--- src/rtl/piano_pkg.sv ---
// Shared constants and elaboration-time helpers for the piano tone engine.
package piano_pkg;

  // FSM state encoding
  localparam logic [1:0] ST_IDLE    = 2'd0;
  localparam logic [1:0] ST_PLAY    = 2'd1;
  localparam logic [1:0] ST_SUSTAIN = 2'd2;

  // Note frequencies in centi-Hz, C4 upward in semitones
  localparam int unsigned FREQ_CHZ [16] = '{
    26163, 27718, 29366, 31113, 32963, 34923, 36999, 39200,
    41530, 44000, 46616, 49388, 52325, 55437, 58733, 62225
  };

  // Half-period in clock cycles for key k at octave 0 (floor division)
  function automatic int unsigned half_period(input longint unsigned clk_hz,
                                              input logic [3:0]        k);
    return 32'((clk_hz * 64'd50) / 64'(FREQ_CHZ[k]));
  endfunction

  // Number of clock cycles the tone is held after the last release
  function automatic int unsigned sustain_cycles(input longint unsigned clk_hz,
                                                 input longint unsigned ms);
    return 32'(ms * (clk_hz / 64'd1000));
  endfunction

endpackage

--- src/rtl/key_priority_enc.sv ---
// Lowest-index-wins encoder for the active-low key levels.
module key_priority_enc import piano_pkg::*; #(
  parameter int KEYS = 16
) (
  input  logic [KEYS-1:0]                          key_n,
  output logic                                     any,
  output logic [((KEYS > 1) ? $clog2(KEYS) : 1)-1:0] sel
);

  localparam int IDX_W = (KEYS > 1) ? $clog2(KEYS) : 1;

  // Scan from the top down so the lowest pressed key is written last
  always_comb begin
    any = |(~key_n);
    sel = '0;
    for (int k = KEYS - 1; k >= 0; k--) begin
      if (!key_n[k]) begin
        sel = IDX_W'(k);
      end
    end
  end

endmodule

--- src/rtl/piano_voice.sv ---
// Single-voice square-wave tone engine with octave shift and release sustain.
module piano_voice import piano_pkg::*; #(
  parameter int KEYS       = 16,
  parameter int CLK_HZ     = 12_000_000,
  parameter int SUSTAIN_MS = 200,
  parameter int DIV_W      = 18
) (
  input  logic                                       clk_in,
  input  logic                                       rst_n_in,
  input  logic [KEYS-1:0]                            key_n,
  input  logic [1:0]                                 octave,
  input  logic                                       sustain_en,
  output logic                                       piano_out,
  output logic                                       note_active,
  output logic [((KEYS > 1) ? $clog2(KEYS) : 1)-1:0] note_idx
);

  localparam int          IDX_W   = (KEYS > 1) ? $clog2(KEYS) : 1;
  localparam int unsigned SUS_CYC = sustain_cycles(CLK_HZ, SUSTAIN_MS);
  localparam int          SUS_W   = $clog2(SUS_CYC + 1);

  // Constant half-period ROM; all division happens at elaboration
  function automatic logic [KEYS-1:0][DIV_W-1:0] build_rom();
    logic [KEYS-1:0][DIV_W-1:0] rom;
    for (int k = 0; k < KEYS; k++) begin
      rom[k] = DIV_W'(half_period(CLK_HZ, 4'(k)));
    end
    return rom;
  endfunction

  localparam logic [KEYS-1:0][DIV_W-1:0] HALF_ROM = build_rom();

  // Counter reload value: ROM entry shifted by octave (3 behaves as 2), minus one
  function automatic logic [DIV_W-1:0] reload_val(input logic [IDX_W-1:0] k,
                                                  input logic [1:0]       o);
    logic [1:0] eff;
    eff = (o == 2'd3) ? 2'd2 : o;
    return (HALF_ROM[k] >> eff) - 1'b1;
  endfunction

  logic             any;
  logic [IDX_W-1:0] sel;

  logic [1:0]       state_q,  state_d;
  logic [DIV_W-1:0] cnt_q,    cnt_d;
  logic             out_q,    out_d;
  logic             active_q, active_d;
  logic [IDX_W-1:0] idx_q,    idx_d;
  logic [1:0]       oct_q,    oct_d;
  logic [SUS_W-1:0] stimer_q, stimer_d;

  key_priority_enc #(.KEYS(KEYS)) u_enc (
    .key_n (key_n),
    .any   (any),
    .sel   (sel)
  );

  // Tone engine plus IDLE/PLAY/SUSTAIN transitions; note changes land only on toggles
  always_comb begin
    state_d  = state_q;
    cnt_d    = cnt_q;
    out_d    = out_q;
    idx_d    = idx_q;
    oct_d    = oct_q;
    stimer_d = stimer_q;

    if (state_q != ST_IDLE) begin
      if (cnt_q == '0) begin
        out_d = ~out_q;
        if (state_q == ST_PLAY && any) begin
          cnt_d = reload_val(sel, octave);
          idx_d = sel;
          oct_d = octave;
        end else begin
          cnt_d = reload_val(idx_q, oct_q);
        end
      end else begin
        cnt_d = cnt_q - 1'b1;
      end
    end

    case (state_q)
      ST_IDLE: begin
        out_d = 1'b0;
        cnt_d = '0;
        if (any) begin
          state_d = ST_PLAY;
          out_d   = 1'b1;
          cnt_d   = reload_val(sel, octave);
          idx_d   = sel;
          oct_d   = octave;
        end
      end
      ST_PLAY: begin
        if (!any) begin
          if (sustain_en) begin
            state_d  = ST_SUSTAIN;
            stimer_d = SUS_W'(SUS_CYC - 1);
          end else begin
            state_d = ST_IDLE;
            out_d   = 1'b0;
            cnt_d   = '0;
          end
        end
      end
      ST_SUSTAIN: begin
        if (any) begin
          state_d = ST_PLAY;
        end else if (!sustain_en || stimer_q == '0) begin
          state_d  = ST_IDLE;
          out_d    = 1'b0;
          cnt_d    = '0;
          stimer_d = '0;
        end else begin
          stimer_d = stimer_q - 1'b1;
        end
      end
      default: begin
        state_d = ST_IDLE;
        out_d   = 1'b0;
        cnt_d   = '0;
      end
    endcase

    active_d = (state_d != ST_IDLE);
  end

  // State registers, cleared immediately on reset
  always_ff @(posedge clk_in or negedge rst_n_in) begin
    if (!rst_n_in) begin
      state_q  <= ST_IDLE;
      cnt_q    <= '0;
      out_q    <= 1'b0;
      active_q <= 1'b0;
      idx_q    <= '0;
      oct_q    <= 2'd0;
      stimer_q <= '0;
    end else begin
      state_q  <= state_d;
      cnt_q    <= cnt_d;
      out_q    <= out_d;
      active_q <= active_d;
      idx_q    <= idx_d;
      oct_q    <= oct_d;
      stimer_q <= stimer_d;
    end
  end

  assign piano_out   = out_q;
  assign note_active = active_q;
  assign note_idx    = idx_q;

endmodule

--- config.mk ---
export PLATFORM = sky130hd
export DESIGN_NAME = piano_voice
export DESIGN_NICKNAME = d
export VERILOG_FILES = /design/src/rtl/piano_pkg.sv /design/src/rtl/key_priority_enc.sv /design/src/rtl/piano_voice.sv
export SDC_FILE = /design/constraint.sdc
export NUM_CORES = 1
export LEC_CHECK = 0
export CAP_MARGIN = 20
export CORE_MARGIN = 10
export CORE_UTILIZATION = 25
export DETAILED_ROUTE_END_ITERATION = 12
export GPL_TIMING_DRIVEN = 0
export REMOVE_ABC_BUFFERS = 1
export SYNTH_ARGS = -nofsm -noshare
export SYNTH_HDL_FRONTEND = slang
export SYNTH_HIERARCHICAL = 1
export SYNTH_SLANG_ARGS = --single-unit
--- constraint.sdc ---
create_clock -name clk_in -period 3.3 [get_ports clk_in]
set_clock_uncertainty 0.1 [all_clocks]
set_input_delay 0.495 -clock clk_in [delete_from_list [all_inputs] [get_ports clk_in]]
set_output_delay 0.495 -clock clk_in [all_outputs]
set_load 0.05 [all_outputs]
After elaboration in Yosys (flattened, before gate mapping) --
Memories as Yosys holds them, arrays and structs flattened. Index checks and enable logic that the tools add are counted.
Storage, ports and cells: bits in read-only memories 576, memories 2, logic and storage cells 95, bits of input ports 21, output and inout bits 6, flip-flop bits (word level) 50
Memory list:
- (name not given) | words 16, bits a word 18, read ports 1, clocked after Yosys merged registers in 0, wr ports 0, RTL line piano_voice.sv:38 | return (HALF_ROM[k] >> eff) - 1'b1;
- (name not given) | words 16, bits a word 18, read ports 1, clocked after Yosys merged registers in 0, wr ports 0, RTL line piano_voice.sv:38
Operators by class: shift operators 2, $lt $le $gt $ge 2, reduce and logical (&&, ||, !) cells 11, mux-type cells 58, eq/ne operators 7, $add $sub $neg 4, bitwise logic cells 2
Operators by type and width (number):
- $mux 18 | 10
- $mux 22 | 4
- $mux 4 | 21
- $pmux 18 s3 | 1
- $sub 18x1->18 const B | 3
- $pmux 22 s2 | 1
- $shr 18x2->18 | 2
- $mux 2 | 12
- $logic_not 22->1 | 1
- $sub 22x1->22 const B | 1
- $logic_not 18->1 | 1
- $not 16->16 | 1
- $reduce_or 16->1 | 1
- $lt 4x5->1 const B | 2
- $mux 1 | 7
- $eq 2x2->1 const B | 3
- $ne 2x2->1 const B | 3
- $pmux 2 s3 | 1
- $reduce_bool 2->1 | 3
- $reduce_and 4->1 | 1
- $pmux 1 s3 | 1
- $eq 2x1->1 const B | 1
- $logic_not 2->1 | 1
- $logic_and 1x1->1 | 1
- 3 further kinds | 3

Longest topological paths before layout --
Gate-level depths: netlist of the first run.
word-level depth 26, mapped depth 17, gate-level depth less buffers 16

Cells and area by module --
The synthesis of the first run kept the hierarchy.
Modules (own cells, without submodules):
- piano_voice | seq. area each 1251.2 um^2, area an instance 5207.5 um^2, instances 1, cells each 672
- key_priority_enc | seq. area each 0.0 um^2, area an instance 166.4 um^2, instances 1, cells each 34

Worst setup path after synthesis of the first run --
No wires, ideal clock.
path type input to register, from in key_n[14], to reg cnt_q[6], setup slack -0.321 ns, library setup time 0.136 ns, arrival 3.385 ns, data required time 3.064 ns, path buffers 1, stages on the path 17, cells stage by stage inv_1 -> o21ai_0 -> a311oi_1 -> o21ai_1 -> inv_1 -> ha_1 -> buf_2 -> nor2_1 -> nand2_1 -> a311o_1 -> nand2_1 -> ha_1 -> nand4_1 -> nor3b_2 -> xnor2_1 -> a221oi_1 -> o21ai_0
Between the ends: cells in the longest elaborated chain, start to end 25, elaborated cells on any way between the ends 31, those cells by class 1 x add/sub; 1 x shift; 25 x mux; 1 x bitwise; 2 x reduce/logical; 1 x memory
Ends and longest elaborated chain:
- from (decl) | RTL line piano_voice.sv:10 | input logic [KEYS-1:0] key_n,
- $mux 4 * (15 in a row) | RTL line key_priority_enc.sv:17 | if (!key_n[k]) begin
- via sel[0] | RTL line piano_voice.sv:42 | logic [IDX_W-1:0] sel;
- $mem_v2 16x18 *
- $mux 18 (not written as such) * | RTL line piano_voice.sv:38
- $shr 18x2->18 * | RTL line piano_voice.sv:38
- $sub 18x1->18 * | RTL line piano_voice.sv:38
- $mux 18 | RTL line piano_voice.sv:70 | if (state_q == ST_PLAY && any) begin
- $mux 18 | RTL line piano_voice.sv:68 | if (cnt_q == '0) begin
- $mux 18 | RTL line piano_voice.sv:67 | if (state_q != ST_IDLE) begin
- $mux 18 (on tied branches) | RTL line piano_voice.sv:109, piano_voice.sv:96
- $mux 18 (on tied branches) | RTL line piano_voice.sv:107, piano_voice.sv:95
- $pmux 18 s3 * | RTL line piano_voice.sv:82 | case (state_q)
- via cnt_d[6] | RTL line piano_voice.sv:45 | logic [DIV_W-1:0] cnt_q, cnt_d;
- to (signal assigned) | RTL line piano_voice.sv:140 | cnt_q <= cnt_d;
- to (decl) | RTL line piano_voice.sv:45
Mark *: on every way through the listed nets, which the timed path passes. The rest lies on a longest branch. The select of a mux whose other input is x is not followed. A chain may end at the register's enable or synchronous reset.

Worst setup path after layout of the first run --
from in key_n[15], to reg cnt_q[13]
Between the ends: cells in the longest elaborated chain, start to end 26, elaborated cells on any way between the ends 32, those cells by class 1 x add/sub; 1 x shift; 26 x mux; 1 x bitwise; 2 x reduce/logical; 1 x memory
Ends and longest elaborated chain (RTL line):
- $mux 4 * (16 in a row) | key_priority_enc.sv:17
- via sel[0] | piano_voice.sv:42
- $mem_v2 16x18 *
- $mux 18 (not written as such) * | piano_voice.sv:38
- $shr 18x2->18 * | piano_voice.sv:38
- $sub 18x1->18 * | piano_voice.sv:38
- $mux 18 | piano_voice.sv:70
- $mux 18 | piano_voice.sv:68
- $mux 18 | piano_voice.sv:67
- $mux 18 (on tied branches) | piano_voice.sv:109, piano_voice.sv:96
- $mux 18 (on tied branches) | piano_voice.sv:107, piano_voice.sv:95
- $pmux 18 s3 * | piano_voice.sv:82
- via cnt_d[13] | piano_voice.sv:45
Marked as above.

==> results of run 1 <==
[cell type report]
type	instances	area, sq um	area share, %
clock buffers	5	125	1.92
clock inverters	3	48.8	0.747
inverters	26	104	1.59
multi-input cells	591	4090	62.6
flip-flops and latches	50	1250	19.2
well taps	275	344	5.27
repair buffers	66	564	8.64
[worst paths after layout]
kind / slack (ns) / start / cells past startpoint / to
worst max-delay path: -0.11 / key_n[15] / 16 / cnt_q[13]$_DFF_PN0_
worst min-delay path: 0.09 / rst_n_in / 1 / stimer_q[10]$_DFFE_PN0P_
worst max register to register: 0.22 / oct_q[1]$_DFF_PN0_ / 8 / cnt_q[8]$_DFF_PN0_
worst min register to register: 0.42 / stimer_q[19]$_DFFE_PN0P_ / 1 / stimer_q[19]$_DFFE_PN0P_
max in group asynchronous: 2.44 / rst_n_in / 2 / note_idx[2]$_DFF_PN0_
min in group clk_in: 0.42 / stimer_q[19]$_DFFE_PN0P_ / 1 / stimer_q[19]$_DFFE_PN0P_
[metrics by stage]
| step | area, sq um | hold slack, ns |
|---|---|---|
| 2_1_floorplan | 5180 | 0.0994 |
| 3_3_place_gp | 5780 | 0.404 |
| 3_5_place_dp | 5860 | 0.416 |
| 4_1_cts | 6300 | 0.108 |
| 5_1_grt | 6530 | 0.123 |
| 6_report | 6530 | 0.0855 |
[placed cells by master (no fill, tap or decap), types with 6 or more instances in the layout]
| cell type | n |
|---|---|
| xnor2_1 | 16 |
| or3_1 | 9 |
| o21ai_1 | 7 |
| nand3_1 | 17 |
| a31oi_1 | 9 |
| buf_4 | 33 |
| dfrtp_1 | 47 |
| nand2b_1 | 7 |
| o31ai_1 | 6 |
| o211ai_1 | 7 |
| ha_1 | 18 |
| o21ai_0 | 44 |
| buf_2 | 10 |
| nand2_1 | 67 |
| o22a_1 | 13 |
| nand4_1 | 9 |
| inv_1 | 19 |
| clkdlybuf4s50_1 | 7 |
| a211oi_1 | 6 |
| mux2i_1 | 15 |
| nor3_1 | 23 |
| nor2b_1 | 13 |
| o21a_1 | 8 |
| buf_6 | 7 |
| xor2_1 | 19 |
| nand3b_1 | 6 |
| nor2_1 | 68 |
| a21oi_1 | 59 |
[registers in the layout, summed over array words and instances (netlist names)]
signal,count
note_active,1
state_q,2
stimer_q,22
note_idx,4
piano_out,1
oct_q,2
cnt_q,18
[logic make-up (layout without fill, tap and decap cells)]
family	after synthesis	after routing
compound gates	238	238
simple gates	271	272
fa+ha+maj	23	23
buf+inv	66	100
flops	50	50
xor+xnor	36	36
mux	22	22
[layer usage]
metal	up-vias	share of wire, %
met2	147	46
li1	2671	-
met5	-	0
met3	21	4.2
met4	0	2.0
met1	2590	48
[power by group]
part	internal [mW]	total, mW	switching [mW]
Clock	0.364	0.620	0.257
Combinational	0.300	0.674	0.374
Sequential	0.665	0.747	0.0823
Total	1.33	2.04	0.713
[what timing repair did]
| action | 4_1_cts | 5_1_grt |
|---|---|---|
| endpoints found under the setup margin | 15 | 7 |
| setup buffers | 19 | 17 |
| pin swaps | 20 | 18 |
| resized for setup | 92 | 40 |
| cloned | 0 | 1 |
==> flow_metrics.tcl, run 1 <==
set metrics [dict create \
    status "complete, but fails checks" \
    grt_start_max_net_pins 32 \
    worst-path-buf-inv 4 \
    final_core_util_pct 31.0 \
    drive_gt1_share_pct 19.7 \
    vias_per_cell 5.34 \
    yosys-top-cells-area "dfrtp_1 23%, a21oi_1 5.9%, ha_1 5.4%, nand2_1 5.0%, nor2_1 5.0%" \
    crit_chain "buf_2 -> o21ai_2 -> a311oi_4 -> o21ai_2 -> inv_2 -> buf_4 -> buf_6 -> ha_2 -> or3_4 -> a221oi_2 -> nand3b_1 -> a21oi_2 -> nand3_1 -> xnor2_1 -> o41ai_2 -> a311o_1" \
    post-route-drc-count 0 \
    max_cap_violations 0 \
    critPathArrivalTime_ns 3.54 \
    maxSlewHeadroom_pct 38.3 \
    fin_crit_sh_pct 103 \
    start_util_pct 25.5 \
    fill_cells 2278 \
    syn_area_sq_um 5370 \
    fp.dieH_um 167 \
    layout_setup_ws_ns -0.106 \
    critPathKind "in2reg" \
    clkLatencyLatePin_ns 0.30 \
    syn_inst 706 \
    synth_compound_area_share_pct 29.6 \
    vias 5429 \
    hold_viol_final 0 \
    avgRoutedWirePerCell_um 15.6 \
    synth_top_cells_by_count "71 x nand2_1, 71 x nor2_1, 63 x a21oi_1" \
    dp_hpwl_mm 10.8 \
    areaGrowthSynthToFinish_pct 21.6 \
    synth-edff-count 0 \
    grt_usage_pct 10.6 \
    yosys.area_share.adder_pct 5.36 \
    num_rows 53 \
    io_buffers 26 \
    async_flop_share_pct 100 \
    fin_cells 1016 \
    dp.cells 972 \
    ys_ff_latch 50 \
    tightest_slew_ns 0.924 \
    synth_top_area_cell "dfrtp_1" \
    yosysWarnings 6 \
    clkSlewWorstSetupHoldPaths_ns 0.07 \
    cts_buffer_depth 2 \
    crit_family "compound AO/OA/AOI/OAI gates" \
    die_w_um 167 \
    rsz0062_at_grt "true" \
    cts_hold_buf 0 \
    pre_cts_slack_ns -1.79 \
    hold_class "in2async" \
    start_kind "primary input" \
    grt_most_used_layer "met2" \
    fin_tns_setup_ns -0.199 \
    p_leak_nw 2.61 \
    synth_cell_types 85 \
    first_pass_iters 8 \
    use_met1_pct 14.5 \
    cp-end-kind "register" \
    ys_seq_area_share_pct 23.3 \
    crit_slowest_cell "o41ai_2" \
    use_met3_pct 1.13 \
    setup_viol 3 \
    totalWireLength_mm 15.8 \
    max-vdd-ir-drop_v 0.000181 \
    cts_max_level 2 \
    die-area_sq_um 27800 \
    globalRouteOverflowTotal 0 \
    violations "setup timing" \
    synth_ff_type "dfrtp_1" \
    met2_usage_pct 17.0 \
    cts-root-buf "clkbuf_16" \
    muxShareOfSynthArea_pct 4.38 \
    p_per_area_nw_per_um2 312 \
    required_ns 3.44 \
    slew_viol_final 0 \
    grt_pass1_vias 5018 \
    total_power_mw 2.04 \
    nNetsFinal 784 \
    cts_tree "built" \
    ant_nets 0 \
    min_period_ns 3.41 \
    core-area_sq_um 21100 \
    io_pins 27 \
    critPathMaxStageDelay_ns 0.40 \
    cts_sinks 50 \
    synth.top_cell.area_share_pct 23.3 \
    drt-initial-drc-count 495 \
    gp_congestion 0.862 \
    antenna_found_initial 0 \
    crit_fanout 3 \
    synth.avg_cell_area_sq_um 7.61 \
    diodes 0 \
    numCtsBuffers 5 \
    grt_first_pass_wirelength_mm 25.6 \
    fmax_ghz 0.294 \
    synth-xor-area-share_pct 5.87 \
    synth_simple_gate_area_share_pct 26.1 \
    cpMostUsedCell "o21ai_2" \
    synth_top_family_by_area "compound AO/OA/AOI/OAI gates" \
]
(Power assumes the default switching activity.)
==> inputs of run 2 (changes only) <==
--- a/config.mk
+++ b/config.mk
@@ -5,11 +5,13 @@
 export SDC_FILE = /design/constraint.sdc
 export NUM_CORES = 1
 export LEC_CHECK = 0
+export ABC_CLOCK_PERIOD_IN_PS = 3300
 export CAP_MARGIN = 20
 export CORE_MARGIN = 10
 export CORE_UTILIZATION = 25
 export DETAILED_ROUTE_END_ITERATION = 12
 export GPL_TIMING_DRIVEN = 0
+export HOLD_SLACK_MARGIN = 0.12
 export REMOVE_ABC_BUFFERS = 1
 export SYNTH_ARGS = -nofsm -noshare
 export SYNTH_HDL_FRONTEND = slang
==> flow_metrics.tcl, run 2 (synthesized netlist as in run 1, its figures left out) <==
set metrics [dict create \
    die-area_sq_um 27800 \
    grt_usage_pct 10.6 \
    globalRouteOverflowTotal 0 \
    cts_sinks 50 \
    hold_viol_final 0 \
    cts-root-buf "clkbuf_16" \
    min_period_ns 3.41 \
    violations "setup timing" \
    grt_pass1_vias 5023 \
    worstRegToRegCells 8 \
    rsz0062_at_grt "true" \
    whs_path_depth 1 \
    fmax_ghz 0.293 \
    start_kind "primary input" \
    cts_max_level 2 \
    fp.dieH_um 167 \
    critPathKind "in2reg" \
    grt_start_max_net_pins 32 \
    numCtsBuffers 5 \
    layout_common_cells "68 x nor2_1, 67 x nand2_1, 59 x a21oi_1" \
    grt_first_pass_wirelength_mm 25.6 \
    antenna_found_initial 0 \
    max-vdd-ir-drop_v 0.000181 \
    vias 5426 \
    ant_nets 0 \
    slew_viol_final 0 \
    reg2reg_from "oct_q[1]$_DFF_PN0_" \
    nNetsFinal 785 \
    fin_hold_ws_ns 0.418 \
    gp_congestion 0.862 \
    fill_cells 2277 \
    first_pass_iters 8 \
    pre_cts_slack_ns -1.79 \
    start_util_pct 25.5 \
    crit_fanout 3 \
    io_pins 27 \
    maxSlewHeadroom_pct 37.2 \
    cp-end-kind "register" \
    drt-initial-drc-count 481 \
    tightest_slew_ns 0.941 \
    fin_crit_sh_pct 103 \
    final_common_cell "nor2_1" \
    clkLatencyLatePin_ns 0.30 \
    hold_class "reg2reg" \
    fin_tns_setup_ns -0.213 \
    dp_hpwl_mm 10.8 \
    post-route-drc-count 0 \
    cts_tree "built" \
    io_buffers 26 \
    status "complete, but fails checks" \
    max_cap_violations 0 \
    clkSlewWorstSetupHoldPaths_ns 0.07 \
    drive_gt1_share_pct 19.7 \
    areaGrowthSynthToFinish_pct 21.7 \
    cts_buffer_depth 2 \
    diodes 0 \
    cp-startpoint "key_n[15]" \
    endpoint "cnt_q[13]$_DFF_PN0_" \
    totalWireLength_mm 15.8 \
    layout_setup_ws_ns -0.107 \
    avgRoutedWirePerCell_um 15.6 \
    reg2reg_to "cnt_q[8]$_DFF_PN0_" \
    p_leak_nw 2.62 \
    top_register "stimer_q" \
    reg2reg_slack_ns 0.19 \
    setup_viol 3 \
    die_w_um 167 \
    p_per_area_nw_per_um2 312 \
    critPathArrivalTime_ns 3.55 \
    required_ns 3.44 \
    num_rows 53 \
    core-area_sq_um 21100 \
    vias_per_cell 5.34 \
    largest_register_ffs 22 \
]
-- run 2: timing repair --
| item | in CTS | in global routing |
|---|---|---|
| hold buffers | 1 | 0 |
| endpoints found under the hold margin | 23 | 0 |
| endpoints found under the setup margin | 15 | 7 |
| pin swaps | 20 | 18 |
| gates cloned | 0 | 1 |
| setup buffers | 19 | 17 |
| gates resized for setup | 92 | 40 |
-- run 2: how the worst min path moves through the flow --
stage,end,from,slack [ns]
after global placement,stimer_q[19]$_DFFE_PN0P_,stimer_q[19]$_DFFE_PN0P_,0.40
after detailed placement,note_active$_DFF_PN0_,rst_n_in,0.42
after global routing,stimer_q[19]$_DFFE_PN0P_,stimer_q[19]$_DFFE_PN0P_,0.45
final,stimer_q[19]$_DFFE_PN0P_,stimer_q[19]$_DFFE_PN0P_,0.42
after CTS,stimer_q[19]$_DFFE_PN0P_,stimer_q[19]$_DFFE_PN0P_,0.43
after floorplan,cnt_q[0]$_DFF_PN0_,rst_n_in,0.1
-- run 2: layer usage --
layer / part of all wire (%) / track usage, % / vias to the layer above
li1: - / - / 2678
met1: 48 / 14.5 / 2588
met2: 46 / 17.0 / 139
met3: 4.2 / 1.13 / 21
met4: 2.0 / 3.13 / 0
met5: 0 / 0 / -
-- run 2: critical path: stages --
cell and delay (ns):
buf_2 0.12, o21ai_2 0.17, a311oi_4 0.12, o21ai_2 0.25, inv_2 0.10, buf_4 0.15
buf_6 0.10, ha_2 0.17, or3_4 0.39, a221oi_2 0.28, nand3b_1 0.13, a21oi_2 0.18
nand3_1 0.12, xnor2_1 0.17, o41ai_2 0.40, a311o_1 0.18
-- run 2: metrics by stage --
step,instances,power (mW),utilization [%],cell area [sq um]
3_5_place_dp,972,1.33,27.8,5860
2_1_floorplan,666,1.15,-,5180
4_1_cts,1000,1.99,29.9,6310
6_report,1017,2.04,31.0,6540
5_1_grt,1017,2.15,31.0,6540
3_3_place_gp,967,1.33,27.4,5780
-- run 2: cell type report --
cell class	instances	area [sq um]	area share, %
Multi-Input combinational cell	591	4090	62.5
Clock buffer	5	125	1.91
Tap cell	275	344	5.26
Sequential cell	50	1250	19.2
Timing Repair Buffer	67	574	8.78
Clock inverter	3	48.8	0.746
Inverter	26	104	1.59
-- run 2: report_power, final --
group	total (mW)	switching, mW	internal (mW)
Clock	0.619	0.256	0.364
Sequential	0.747	0.0825	0.665
Combinational	0.675	0.374	0.301
==> inputs of run 3 (changes only) <==
==> constraint.sdc (replaced) <==
create_clock -name clk_in -period 3.3 [get_ports clk_in]
set_clock_uncertainty 0.1 [all_clocks]
set_input_delay 0.66 -clock clk_in [delete_from_list [all_inputs] [get_ports clk_in]]
set_output_delay 0.66 -clock clk_in [all_outputs]
set_load 0.05 [all_outputs]
==> flow_metrics.tcl, run 3 (synthesized netlist as in run 1, its figures left out) <==
set metrics [dict create \
    status "complete, but fails checks" \
    violations "setup timing" \
    fp.dieH_um 167 \
    min_period_ns 3.42 \
    start_kind "primary input" \
    fill_cells 2277 \
    cts_buffer_depth 2 \
    fin_cells 1009 \
    grt_usage_pct 10.6 \
    required_ns 3.44 \
    combPwrFrac_pct 33.2 \
    clkLatencyLatePin_ns 0.30 \
    largest_register_ffs 22 \
    cts_tree "built" \
    switching_share_pct 34.9 \
    nNetsFinal 777 \
    vias 5365 \
    reg2reg_slack_ns 0.19 \
    crit_fanout 3 \
    start_util_pct 25.5 \
    die-area_sq_um 27800 \
    fmax_ghz 0.292 \
    numCtsBuffers 5 \
    avgRoutedWirePerCell_um 15.5 \
    reg2reg_from "note_idx[1]$_DFF_PN0_" \
    areaGrowthSynthToFinish_pct 22.2 \
    diodes 0 \
    top_register "stimer_q" \
    fin_crit_sh_pct 104 \
    layout_setup_ws_ns -0.122 \
    cts_max_level 2 \
    drive_gt1_share_pct 20.6 \
    num_rows 53 \
    p_leak_nw 2.60 \
    die_w_um 167 \
    dp_hpwl_mm 10.8 \
    io_buffers 26 \
    rsz0062_at_grt "true" \
    maxSlewHeadroom_pct 37.1 \
    worstRegToRegCells 12 \
    reg2reg_to "cnt_q[8]$_DFF_PN0_" \
    vias_per_cell 5.32 \
    ant_nets 0 \
    totalWireLength_mm 15.6 \
    layout_common_cells "67 x nor2_1, 67 x nand2_1, 57 x a21oi_1" \
    antenna_found_initial 0 \
    p_seq_share_pct 36.5 \
    grt_first_pass_wirelength_mm 25.7 \
    final_core_util_pct 31.1 \
    post-route-drc-count 0 \
    grt_pass1_vias 5058 \
    globalRouteOverflowTotal 0 \
    p_clk_share_pct 30.2 \
    cts_sinks 50 \
    setup_viol 4 \
    critPathKind "in2reg" \
    p_int_mw 1.33 \
    clkSlewWorstSetupHoldPaths_ns 0.07 \
    first_pass_iters 5 \
    cp-end-kind "register" \
    hold_viol_final 0 \
    cts-root-buf "clkbuf_16" \
    cts_hold_buf 0 \
    hold_class "in2async" \
    grt_start_max_net_pins 32 \
    drt-initial-drc-count 455 \
    max_cap_violations 0 \
    p_per_area_nw_per_um2 312 \
    critPathArrivalTime_ns 3.56 \
    core-area_sq_um 21100 \
    slew_viol_final 0 \
    io_pins 27 \
    max-vdd-ir-drop_v 0.000181 \
    p_sw_uw 715 \
    dp.cells 972 \
    gp_congestion 0.862 \
    tightest_slew_ns 0.944 \
]
run 3: changes by cell type in the layout (fill, tap and decap cells not counted), moves of 3 or more:
cell | before | now
mux2i_2 | 1 | 4
buf_2 | 10 | 6
mux2i_1 | 15 | 12
buf_4 | 33 | 28
run 3: critical path: stages:
cell,delay [ns]
buf_8,0.10
o21ai_4,0.15
a311oi_4,0.12
o21ai_2,0.23
inv_2,0.09
buf_4,0.14
ha_2,0.18
or3_4,0.39
a221oi_2,0.29
nand3b_1,0.13
a21oi_2,0.18
nand3_1,0.14
xnor2_2,0.17
o41ai_2,0.38
a311o_1,0.19
run 3: power by group through the flow:
| stage | logic, mW | registers (mW) | clock network, mW |
|---|---|---|---|
| CTS | 0.633 | 0.748 | 0.627 |
| global placement | 0.567 | 0.759 | 0 |
| finish | 0.680 | 0.748 | 0.619 |
| floorplan | 0.402 | 0.748 | 0 |
| detailed placement | 0.570 | 0.759 | 0 |
| global route | 0.747 | 0.755 | 0.654 |
run 3: what timing repair did:
action,4_1_cts,5_1_grt
endpoints found under the hold margin,0,0
resized for setup,118,44
pin swaps,29,19
buffers inserted,23,8
setup endpoints to repair,15,10
run 3: worst max-delay path by stage:
| stage | from | end | slack, ns | depth (start not counted) |
|---|---|---|---|---|
| 5_1_grt | key_n[2] | cnt_q[6]$_DFF_PN0_ | -0.27 | 17 |
| 3_5_place_dp | key_n[14] | cnt_q[13]$_DFF_PN0_ | -1.95 | 15 |
| 2_1_floorplan | key_n[1] | cnt_q[6]$_DFF_PN0_ | -1.32 | 13 |
| 6_report | key_n[15] | cnt_q[13]$_DFF_PN0_ | -0.12 | 15 |
| 3_3_place_gp | key_n[2] | cnt_q[6]$_DFF_PN0_ | -3.10 | 14 |
| 4_1_cts | key_n[14] | cnt_q[13]$_DFF_PN0_ | -0.12 | 16 |
run 3: cell type report:
class,count,area (sq um),share of cell area [%]
repair buffers,60,536,8.16
inverters,26,109,1.66
well taps,275,344,5.24
clock inverters,3,48.8,0.743
flip-flops and latches,50,1250,19.1
multi-input cells,590,4150,63.2
clock buffers,5,125,1.91
run 3: per-stage QoR:
step                hold WS, ns  power [mW]  instance area, sq um  TNS, ns  worst slack, ns
floorplan                 0.264        1.15                  5180   -12.54            -1.32
global placement          0.404        1.33                  5780   -49.16            -3.10
detailed placement        0.416        1.33                  5860   -23.87            -1.95
CTS                       0.273        2.01                  6370   -0.318           -0.116
global route              0.288        2.16                  6570   -0.933           -0.273
finish                    0.252        2.05                  6570   -0.295           -0.122
run 3: routing by layer:
metal,wire [um],vias to the layer above,share of wire (%),global-route usage [%]
met5,0,-,0,0
met4,331,0,2.1,3.21
met3,521,23,3.3,1.11
met2,7270,118,47,17.0
met1,7510,2567,48,14.6
li1,-,2657,-,-
